### src/rtl/prio_enc_pkg.sv
// Shared types and helpers for the registered 4-to-2 priority encoder.
// Holds the FSM state type, the bus widths and the one-hot helper used for clearing.
package prio_enc_pkg;

   localparam int REQ_W  = 4;
   localparam int CODE_W = 2;

   typedef enum logic {
      IDLE  = 1'b0,
      GRANT = 1'b1
   } state_t;

   // Expands a granted index back into the pending bit it refers to.
   function automatic logic [REQ_W-1:0] onehot(input logic [CODE_W-1:0] c);
      return REQ_W'(1) << c;
   endfunction

endpackage

### src/rtl/prio_enc_4_2_comb.sv
// Pure combinational 4-to-2 priority encoder over the pending register.
// LSB_PRIO=1 selects the lowest set index, LSB_PRIO=0 the highest.
module prio_enc_4_2_comb
   import prio_enc_pkg::*;
#(
   parameter bit LSB_PRIO = 1'b1
) (
   input  logic [REQ_W-1:0]  pending,
   output logic [CODE_W-1:0] idx,
   output logic              any
);

   always_comb begin
      // NOTE: every output gets a default first so no path leaves it unassigned (no latch).
      idx = '0;
      any = |pending;
      // The loop direction makes the winning index the last one written.
      if (LSB_PRIO) begin
         for (int i = REQ_W - 1; i >= 0; i--) begin
            if (pending[i]) idx = CODE_W'(i);
         end
      end else begin
         for (int i = 0; i < REQ_W; i++) begin
            if (pending[i]) idx = CODE_W'(i);
         end
      end
   end

endmodule

### src/rtl/prio_encoder_4_2.sv
// Registered 4-to-2 priority encoder with sticky request capture and a valid/ack handshake.
// The granted code is held until acknowledged; each grant is followed by a one-cycle bubble.
module prio_encoder_4_2
   import prio_enc_pkg::*;
#(
   parameter bit LSB_PRIO = 1'b1
) (
   input  logic              clk,
   input  logic              rst,
   input  logic [REQ_W-1:0]  req,
   input  logic              ack,
   output logic [CODE_W-1:0] code,
   output logic              valid,
   output logic [REQ_W-1:0]  pending
);

   state_t              state_q, state_d;
   logic [REQ_W-1:0]    pending_q, pending_d;
   logic [CODE_W-1:0]   code_q, code_d;
   logic                valid_q, valid_d;
   logic [REQ_W-1:0]    clr_mask;
   logic [CODE_W-1:0]   enc_idx;
   logic                enc_any;

   // Encoding looks only at the registered pending bits, never at raw req.
   prio_enc_4_2_comb #(
      .LSB_PRIO (LSB_PRIO)
   ) u_enc (
      .pending (pending_q),
      .idx     (enc_idx),
      .any     (enc_any)
   );

   always_comb begin
      state_d  = state_q;
      code_d   = code_q;
      valid_d  = valid_q;
      clr_mask = '0;

      unique case (state_q)
         IDLE: begin
            valid_d = 1'b0;
            if (enc_any) begin
               code_d  = enc_idx;
               valid_d = 1'b1;
               state_d = GRANT;
            end
         end
         GRANT: begin
            // Code stays frozen here even if a higher-priority request shows up.
            if (valid_q && ack) begin
               clr_mask = onehot(code_q);
               valid_d  = 1'b0;
               state_d  = IDLE;
            end
         end
         default: begin
            valid_d = 1'b0;
            state_d = IDLE;
         end
      endcase

      // Set wins over clear: a new req for the served bit keeps it pending.
      pending_d = (pending_q & ~clr_mask) | req;
   end

   always_ff @(posedge clk or posedge rst) begin
      if (rst) begin
         state_q   <= IDLE;
         pending_q <= '0;
         code_q    <= '0;
         valid_q   <= 1'b0;
      end else begin
         // NOTE: non-blocking assignments so every register samples pre-edge values.
         state_q   <= state_d;
         pending_q <= pending_d;
         code_q    <= code_d;
         valid_q   <= valid_d;
      end
   end

   assign code    = code_q;
   assign valid   = valid_q;
   assign pending = pending_q;

endmodule
### config.mk
export PLATFORM = sky130hd
export DESIGN_NAME = prio_encoder_4_2
export DESIGN_NICKNAME = d
export VERILOG_FILES = /design/src/rtl/prio_enc_pkg.sv /design/src/rtl/prio_enc_4_2_comb.sv /design/src/rtl/prio_encoder_4_2.sv
export SDC_FILE = /design/constraint.sdc
export NUM_CORES = 1
export LEC_CHECK = 0
export BUFFER_PORTS_ARGS = -buffer_cell sky130_fd_sc_hd__buf_4
export CAP_MARGIN = 10
export CORE_AREA = 2 2 39 41
export CTS_CLUSTER_DIAMETER = 30
export CTS_CLUSTER_SIZE = 28
export DETAILED_ROUTE_END_ITERATION = 6
export DIE_AREA = 0 0 41 43
export SLEW_MARGIN = 20
export SYNTH_ARGS = -nofsm -noshare
export SYNTH_HDL_FRONTEND = slang
export SYNTH_SLANG_ARGS = --single-unit
### constraint.sdc
create_clock -name clk -period 2.8 [get_ports clk]
set_input_delay 0.14 -clock clk [delete_from_list [all_inputs] [get_ports clk]]
set_output_delay 0.14 -clock clk [all_outputs]
set_load 0.02 [all_outputs]
Word-level counts from Yosys, hierarchy flattened --
Index checks and enable logic that the tools add are counted.
Operators by class: eq/ne operators 1, shift operators 1, muxes and demuxes 11, bitwise operators 4, reductions and logical operators 3
Operator list (count):
- $mux 2 | 4
- $mux 4 | 2
- $and 4x4->4 | 1
- $not 4->4 | 1
- $or 4x4->4 | 1
- $pmux 1 s2 | 2
- $reduce_or 4->1 | 1
- $shl 1x2->4 const A | 1
- $mux 1 | 3
- $ne 2x1->1 const B | 1
- $reduce_and 2->1 | 1
- $logic_and 1x1->1 | 1
- $not 1->1 | 1
Storage, ports and cells: bits in registers 8, output and inout bits 7, word-level logic and storage cells 24

Longest topological paths before layout --
Gate-level depths: netlist (run 1).
word-level depth 6, depth in mapped cells 3, gate-level depth less buffers 3

Cells and area by module --
From an unflattened synthesis (run 1), not the netlist that was laid out.
Second synthesis, totals: cells, all modules 37, area, all modules 365.4 µm²
By module, submodules not included:
- prio_encoder_4_2 | instances 1, cells an instance 30, area an instance 330.3 µm², sequential area each 200.2 µm²
- prio_enc_4_2_comb | instances 1, cells an instance 7, area an instance 35.0 µm², sequential area each 0.0 µm²

Worst setup path after synthesis (run 1) --
No wires, ideal clock.
path type register -> register, start register valid_q, in the netlist valid, end register pending_q[3], in the netlist pending[3], setup time 0.118 ns, arrival 0.929 ns, required time 2.682 ns, setup slack 1.753 ns, stages on the path, launching flop included 4, path buffers 0, cell sequence dfrtp_1 -> and3_4 -> nand3_2 -> a21o_1
On the way: word-level cells in the longest chain between the ends 6
Ends and longest elaborated chain:
- from (decl) | line prio_encoder_4_2.sv:20 | logic valid_q, valid_d;
- from (signal assigned) | line prio_encoder_4_2.sv:78 | valid_q <= valid_d;
- $logic_and 1x1->1 | line prio_encoder_4_2.sv:51 | if (valid_q && ack) begin
- $mux 4 | line prio_encoder_4_2.sv:51
- $mux 4 | line prio_encoder_4_2.sv:40 | unique case (state_q)
- $not 4->4 | line prio_encoder_4_2.sv:64 | pending_d = (pending_q & ~clr_mask) | req;
- $and 4x4->4 | line prio_encoder_4_2.sv:64
- $or 4x4->4 | line prio_encoder_4_2.sv:64
- net pending_d[3] | line prio_encoder_4_2.sv:18 | logic [REQ_W-1:0] pending_q, pending_d;
- to (signal assigned) | line prio_encoder_4_2.sv:76 | pending_q <= pending_d;
- to (decl) | line prio_encoder_4_2.sv:18
The timed path passes the listed nets, and every way through them passes these cells. A chain may end at the register's enable or synchronous reset.

Final worst setup path (run 1) --
start register state_q, end register pending_q[3], in the netlist pending[3]
On the way: word-level cells in the longest chain between the ends 4
Ends and longest elaborated chain:
- from (decl) | line prio_encoder_4_2.sv:17 | state_t state_q, state_d;
- from (signal assigned) | line prio_encoder_4_2.sv:75 | state_q <= state_d;
- $mux 4 | line prio_encoder_4_2.sv:40
- $not 4->4 | line prio_encoder_4_2.sv:64
- $and 4x4->4 | line prio_encoder_4_2.sv:64
- $or 4x4->4 | line prio_encoder_4_2.sv:64
- net pending_d[3] | line prio_encoder_4_2.sv:18
The timed path passes the listed nets, and every way through them passes these cells.

==> metrics, run 1 <==
Vias=~300; input/output buffers=13; Core Region=0.00138 mm2; Finished Layout Cells=68; drt via density=4.46; status=complete, no violations; HPWL after DPL=576 um; Area Growth Syn to Fin=42.9%; TritonCTS Buffers=3; Comb power frac=0.287; Clk pwr share=0.234; global-route wire length before repair=roughly 1.1 mm; FMAX=976 MHz; row cnt=14; Synth Cell Area=between 300 and 400 um2; clk root buf=clkbuf_4; clock buffer depth=2; share of cells above drive strength 1=0.365; CP delay by family, top=flip-flops; Die Footprint=0.00176 mm2; min cycle time layout=1.02 ns; CTS clk-pin slew, worst paths=0.05 ns; Routed Antenna Nets=0; Setup Viol. Count Final=0; Mean Syn Cell Area=10.0 um2; GRT Total Usage=0.0992; post-layout util=0.362; Initial Utilization=0.253; WL/cell=roughly 11 um; worst-margin pin slew=0.323 ns; IO Pins=14; antenna cell count=0; Syn Nets=42; DP Cell Count=64; most frequent cells in the layout=buf_4 (13), nor2_1 (11), dfrtp_1 (8); startpoint types=flop; TNS Setup=0 ns; buffer count from post-CTS setup fixing=0; FF/Latch Area=between 200 and 250 um2; top post-synthesis cells by area=dfrtp_1 (57%), nor2_1 (12%), o22a_1 (5.0%); CP max FO=7; Layout Cell Area excl Fill=500 um2; DP Area=468 um2; worst-skew pair later-pin latency=0.25 ns; critical path class=flop to flop; routability cong.=0.708; drt drc=0; Worst Setup End Kind=flop; initial antenna violation count=0; Synth top area share=0.571; switch share=0.334; WP data arrival=1.16 ns; NetSw=119 uW; CP max stage delay=0.43 ns; WP data required=2.93 ns; Post-Syn Instances=35; Ys Warns=0; largest net degree at the start of global routing=9; Synth cell types=12; NumNets Final=61; Hold Path Class=primary input to flop; RSZ-0062 raised after global routing=false; CP max stage cell=dfrtp_1; DR iter-0 viols=4; Multi-input gate area=135 um2; Cell Chain, Critical Path=and3_4 > nand3_2 > a21o_1; Total Power=355 uW; power per cell area=just over 700 mW/mm2; drt first pass iters=3; H-tree lvl count=1; CTS sink count=8; Filler cells=146; CP Buf/Inv Count=0; leading area contributor after synthesis=dfrtp_1; post-synthesis sequential area ratio=0.571; Max Slew Vio Count=0; final wirelength=722 um; Final Hold Fails=0; GRT overflow=0; P_int=237 uW; Worst VDD drop=0.000352 V; Slew Limit Headroom=0.784; Die H=43 um; cts hold-fix bufs=1; commonest non-fill, non-tap cell in the layout=buf_4; part of the cycle the worst path needs=0.366; Seq cells post-synth=8; Setup Skew=0.00377 ns; post-cts sizing count=0; DIE WIDTH=41 um; register share of total power=0.478; max-cap violations=0; vias in the first global route=271; leak pwr=between 0.2 and 0.25 nW; CTS tree=done
path summary, 6_finish.rpt:
kind,endpoint,start,cells past startpoint,slack (ns)
max,pending[3],state_q,3,1.78
max reg2reg,pending[3],state_q,3,1.78
min,pending[3],req[3],2,0.07
min reg2reg,pending[3],pending[3],1,0.54
min in group asynchronous,valid,rst,3,0.41
max in group asynchronous,pending[3],rst,3,2.15
cells by family (layout without fill, tap and decap cells):
group           Yosys count  after routing  synth area share
compound gates            8              8             0.161
buf+inv                   4             21            0.0428
flops                     8              8             0.571
simple gates             15             15             0.225
Yosys cell counts:
master,n
a21o_1,1
a21oi_1,2
a31oi_1,2
a41oi_1,1
and3_4,1
and3b_2,1
dfrtp_1,8
inv_1,4
nand2b_1,1
nand3_2,1
nor2_1,11
o22a_1,2
layout make-up:
cell class	count	area share
flip-flops and latches	8	0.400
well taps	16	0.0400
multi-input cells	23	0.270
repair buffers	14	0.215
clock buffers	3	0.0450
inverters	4	0.0300
registers in the layout, indices dropped and copies added (netlist names):
| register | cells |
|---|---|
| valid | 1 |
| state_q | 1 |
| pending | 4 |
| code | 2 |
power by group through the flow:
stage | logic, mW | registers, mW | clock network [mW]
detailed placement | 0.102 | 0.171 | 0
global route | 0.109 | 0.172 | 0.0989
floorplan | 0.0321 | 0.190 | 0
global placement | 0.101 | 0.172 | 0
CTS | 0.104 | 0.169 | 0.0885
finish | 0.102 | 0.170 | 0.0833
through the flow:
stage / hold slack [ns] / setup slack, ns
2_1_floorplan: -0.0443 / 1.75
6_report: 0.0718 / 1.78
4_1_cts: 0.0654 / 1.77
5_1_grt: 0.0589 / 1.74
3_3_place_gp: 0.105 / 1.80
3_5_place_dp: 0.114 / 1.78
layer usage:
metal	track usage	part of all wire	vias to the layer above
li1	-	-	152
met1	0.109	0.46	141
met2	0.138	0.48	8
met3	0.0785	0.043	2
met4	0.0400	0.019	0
met5	0	0	-
No activity file was read; power rests on OpenSTA's default activity.
==> run 2: changes to the inputs <==
ABC_AREA = 1   (was default)
clock period = 0.9 ns   (was 2.8 ns; I/O delays follow)
==> run 2 against run 1 <==
  * The flow now finishes with violations (setup timing)
  * Sequential power grew to 3.8 times the previous value
  * Via count is 34% higher
  * Combinational power grew to 7.8 times the previous value
  * Hold slack better by 0.020 ns
  * Global-route usage is 1.8 points higher
  * Utilization is 13 points higher
  * Final area is 37% higher
  * Setup slack worse by 1.8 ns
  * Clock skew hardly changed
  * Area after synthesis is 11% higher
==> metrics, run 2 <==
Worst VDD drop=0.000938 V; Total Power=1.71 mW; Die H=43 um; Core Region=~0.0014 mm2; top post-synthesis cells by area=dfrtp_1 (52%), nand2_1 (19%), inv_1 (8.7%); CTS tree=done; Synth cell types=11; Mean Syn Cell Area=7.61 um2; Routed Antenna Nets=0; WP data arrival=0.93 ns; NumNets Final=between 80 and 90; CP max FO=3; commonest non-fill, non-tap cell in the layout=nand2_1; critical path class=flop to output pin; CTS clk-pin slew, worst paths=0.05 ns; antenna cell count=0; post-layout util=0.496; Final Hold Fails=0; status=finished, violations left; worst reg2reg setup slack=-0.05 ns; DIE WIDTH=41 um; Initial Utilization=0.280; CP max stage delay=0.41 ns; Max Slew Vio Count=0; HPWL after DPL=slightly above 600 um; Place WS=about 0.0033 ns; clock buffer depth=2; leading area contributor after synthesis=dfrtp_1; worst hold margin=0.0914 ns; TritonCTS Buffers=3; global-route wire length before repair=1.37 mm; FFs w/ async S/R, synth=1.00; vias in the first global route=376; max-cap violations=0; IO Pins=14; Worst Setup End Kind=output pin; part of the cycle the worst path needs=1.08; TNS Setup=-0.300 ns; max reg flops=4; Die Footprint=between 0.0015 and 0.002 mm2; Primary FF master, synth=dfrtp_1; Vias=between 400 and 500; drt via density=4.27; Synth Cell Area=slightly below 400 um2; share of cells above drive strength 1=0.519; switch share=0.392; leak pwr=0.355 nW; Setup Skew=around 0.0036 ns; top-count cell post-synth=nand2_1; failing checks=setup timing; largest net degree at the start of global routing=9; row cnt=14; WP data required=0.85 ns; CTS sink count=8; number of synthesized flops with an enable pin=0; CP max stage cell=dfrtp_2; routability cong.=0.757; worst-skew pair later-pin latency=0.25 ns; clk root buf=clkbuf_4; register share of total power=0.375; Syn Nets=58; CP delay by family, top=flip-flops; Comb power frac=0.465; P_int=around 1.0 mW; worst r2r dst=code[1]; reg-to-reg startpoint=pending[3]; NetSw=between 600 and 700 uW; hold path endpoint=state_q; Worst Hold Launch=ack; Slew Limit Headroom=0.789; Seq cells post-synth=8; setup ws final=-0.0734 ns; Synth top area share=0.516; min cycle time layout=0.973 ns; drt first pass iters=2; most instantiated cells after synthesis=nand2_1 (20), inv_1 (9), dfrtp_1 (8); initial antenna violation count=0; FMAX=1030 MHz; Cell Chain, Critical Path=buf_4 > buf_6; WHS Path Cells=4; input/output buffers=13; CP Buf/Inv Count=2; startpoint types=flop; RSZ-0062 raised after global routing=true; Ys Warns=0; GRT overflow=0; Clk pwr share=0.160; power per cell area=2490 mW/mm2; WL/cell=just over 9 um; final wirelength=about 880 um; Setup Viol. Count Final=7; worst-margin pin slew=between 0.3 and 0.4 ns; drt drc=0; DR iter-0 viols=2; most frequent cells in the layout=nand2_1 (18), buf_4 (12), buf_6 (8); Post-Syn Instances=51; GRT Total Usage=0.117; Area Growth Syn to Fin=77.1%; H-tree lvl count=1; post-synthesis sequential area ratio=0.516; Worst Reg-to-Reg Cells=4; Hold Path Class=primary input to flop
==> run 2: logic make-up after synthesis <==
group	count (synthesis)	share of synthesized area
compound gates	5	0.100
buf+inv	10	0.0968
flops	8	0.516
simple gates	28	0.287
==> run 2: stage by stage <==
stage	cells	area, um2
after floorplan	51	395
after global placement	82	528
after detailed placement	82	528
after CTS	94	659
after global routing	95	687
final	95	687
==> run 2: worst min-delay path: cells and delay by family <==
family                 cells  cell delay, ns
buffers and inverters      2            0.15
and+or+nand+nor            1            0.06
AOI/OAI and AO/OA          1            0.05
==> run 2: worst max-delay path by stage <==
stage | startpoint | endpoint | slack, ns | depth (start not counted)
floorplan | code[0] | pending[3] | -0.02 | 5
global placement | state_q | pending[3] | 0.01 | 5
detailed placement | state_q | pending[3] | 0.003 | 5
CTS | pending[1] | pending[1] | -0.07 | 2
global route | pending[3] | pending[3] | -0.11 | 2
finish | pending[3] | pending[3] | -0.07 | 2
==> run 2: layout make-up <==
cell class,count,area (um2)
Timing Repair Buffer,25,230
Tap cell,16,20.0
Multi-Input combinational cell,33,168
Fill cell,143,697
Sequential cell,8,209
Inverter,10,37.5
Clock buffer,3,22.5
==> run 2: what timing repair did <==
action,in CTS,in global routing
gates resized for setup,8,9
hold buffers,5,0
pin swaps,2,3
buffers inserted,4,1
setup endpoints to repair,7,13
cloned,0,0
endpoints found under the hold margin,12,0
==> run 2: per-layer routing <==
| layer | GRT usage | vias up | wire length [um] |
|---|---|---|---|
| met1 | 0.145 | 179 | 402 |
| met3 | 0.0314 | 2 | 60 |
| met5 | 0 | - | 0 |
| li1 | - | 211 | - |
| met2 | 0.178 | 14 | 404 |
| met4 | 0.0600 | 0 | 8 |
==> run 2: power groups by stage <==
stage	Sequential, mW	Clock [mW]	Combinational [mW]
2_1_floorplan	0.705	0	0.294
3_3_place_gp	0.615	0	0.622
3_5_place_dp	0.621	0	0.619
4_1_cts	0.618	0.280	0.728
5_1_grt	0.656	0.305	0.886
6_report	0.641	0.274	0.796
==> run 3: changes to the inputs <==
BUFFER_PORTS_ARGS = default   (was -buffer_cell sky130_fd_sc_hd__buf_4)
DONT_BUFFER_PORTS = 1   (was default)
RECOVER_POWER = 25   (was default)
==> run 3 against run 2 <==
  * Die area is the same
  * Critical path depth rose by 2
  * Hold slack got worse by 0.076 ns
  * Global-route usage shrank 0.60 points
  * The run still ends with setup timing left
  * Highest routed layer is now met3
  * Critical path type is now flop to flop
  * Sequential cell count is the same
==> metrics, run 3 (same netlist as run 2, synthesis figures left out) <==
status=finished, violations left; failing checks=setup timing; CTS sink count=8; Cell Chain, Critical Path=inv_2 > o21ai_4 > buf_4 > a21boi_2; final wirelength=about 880 um; DIE WIDTH=41 um; CP max stage delay=0.42 ns; max reg flops=4; CP max FO=4; most frequent cells in the layout=nand2_1 (19), inv_1 (8), dfrtp_2 (7); WP data arrival=1.10 ns; part of the cycle the worst path needs=1.02; Final Hold Fails=0; Die Footprint=approximately 0.0018 mm2; Hold Path Class=primary input to flop; DP Area=approximately 470 um2; initial antenna violation count=0; H-tree lvl count=1; power per cell area=2820 mW/mm2; drt drc=0; FMAX=1090 MHz; row cnt=14; leak pwr=0.305 nW; TritonCTS Buffers=3; Core Region=around 0.0014 mm2; WL/cell=between 10 and 15 um; GRT Total Usage=0.111; antenna cell count=0; WHS Path Cells=3; Filler cells=148; Finished Layout Cells=85; global-route wire length before repair=approximately 1.2 mm; drt first pass iters=1; commonest non-fill, non-tap cell in the layout=nand2_1; Area Growth Syn to Fin=53.5%; CP max stage cell=dfrtp_1; CTS clk-pin slew, worst paths=around 0.060 ns; max-cap violations=0; Max Slew Vio Count=0; drt via density=4.33; Routed Antenna Nets=0; setup ws final=-0.0164 ns; DR iter-0 viols=0; share of cells above drive strength 1=0.391; Worst Reg-to-Reg Cells=4; Worst VDD drop=0.000970 V; input/output buffers=0; min cycle time layout=0.916 ns; worst-skew pair later-pin latency=0.26 ns; Layout Cell Area excl Fill=596 um2; Setup Skew=0.000770 ns; IO Pins=14; largest net degree at the start of global routing=9; clock buffer depth=2; startpoint types=flop; Die H=approximately 43 um; FF/Latch Area=209 um2; Slew Limit Headroom=0.794; critical path class=flop to flop; WP data required=1.09 ns; Worst Setup End Kind=flop; clk root buf=clkbuf_4; DP Cell Count=74; CTS tree=done; vias in the first global route=326; routability cong.=0.714; GRT overflow=0; Setup Viol. Count Final=5; Initial Utilization=0.280; Multi-input gate area=about 160 um2; post-layout util=0.430; RSZ-0062 raised after global routing=true; Vias=368; NumNets Final=slightly below 80; worst-margin pin slew=approximately 0.31 ns
## run 3: worst paths after layout
path	to	slack, ns	startpoint
worst max-delay path	code[1]	-0.02	state_q
worst min-delay path	valid	0.02	ack
worst max register to register	code[1]	-0.02	state_q
worst min register to register	code[0]	0.55	code[0]
max in group asynchronous	valid	0.47	rst
min in group asynchronous	code[1]	0.18	rst
## run 3: repair_timing
| action | CTS | global route |
|---|---|---|
| buffers inserted | 1 | 1 |
| hold endpoints to repair | 12 | 0 |
| endpoints found under the setup margin | 8 | 13 |
| hold buffers | 5 | 0 |
| cloned | 0 | 0 |
| resized for setup | 5 | 7 |
| pin swaps | 1 | 7 |
## run 3: metrics by stage
stage / setup slack (ns) / power, mW / hold slack (ns) / setup TNS, ns
floorplan: -0.0192 / 0.999 / -0.140 / -0.0365
global placement: 0.0194 / 1.20 / -0.0960 / 0
detailed placement: -0.0227 / 1.21 / -0.0977 / -0.0444
CTS: -0.0109 / 1.61 / 0.0109 / -0.0316
global route: -0.0724 / 1.82 / 0.0449 / -0.472
finish: -0.0164 / 1.68 / 0.0153 / -0.0276
## run 3: final cells by class
class | count | share of cell area
well taps | 16 | 0.0336
clock buffers | 4 | 0.0441
repair buffers | 14 | 0.235
inverters | 10 | 0.0630
flip-flops and latches | 8 | 0.351
multi-input cells | 33 | 0.273
## run 3: report_power, final
| part | internal (mW) | switching [mW] | leakage (nW) |
|---|---|---|---|
| Sequential | 0.486 | 0.132 | 0.0789 |
| Clock | 0.170 | 0.134 | 0.0150 |
| Combinational | 0.355 | 0.404 | 0.211 |
| Total | 1.01 | 0.671 | 0.305 |
## run 3: metal layers
| metal | global-route usage | part of all wire | up-vias |
|---|---|---|---|
| met3 | 0.0942 | 0.10 | 0 |
| met5 | 0 | 0 | - |
| met1 | 0.126 | 0.43 | 165 |
| met4 | 0.0200 | 0 | 0 |
| met2 | 0.159 | 0.46 | 14 |
| li1 | - | - | 189 |
## run 3: worst max-delay path: cells and delay by family (launching register included)
family          cells  cell delay, ns
compound gates      2            0.17
buf+inv             2            0.26
flops               1            0.42
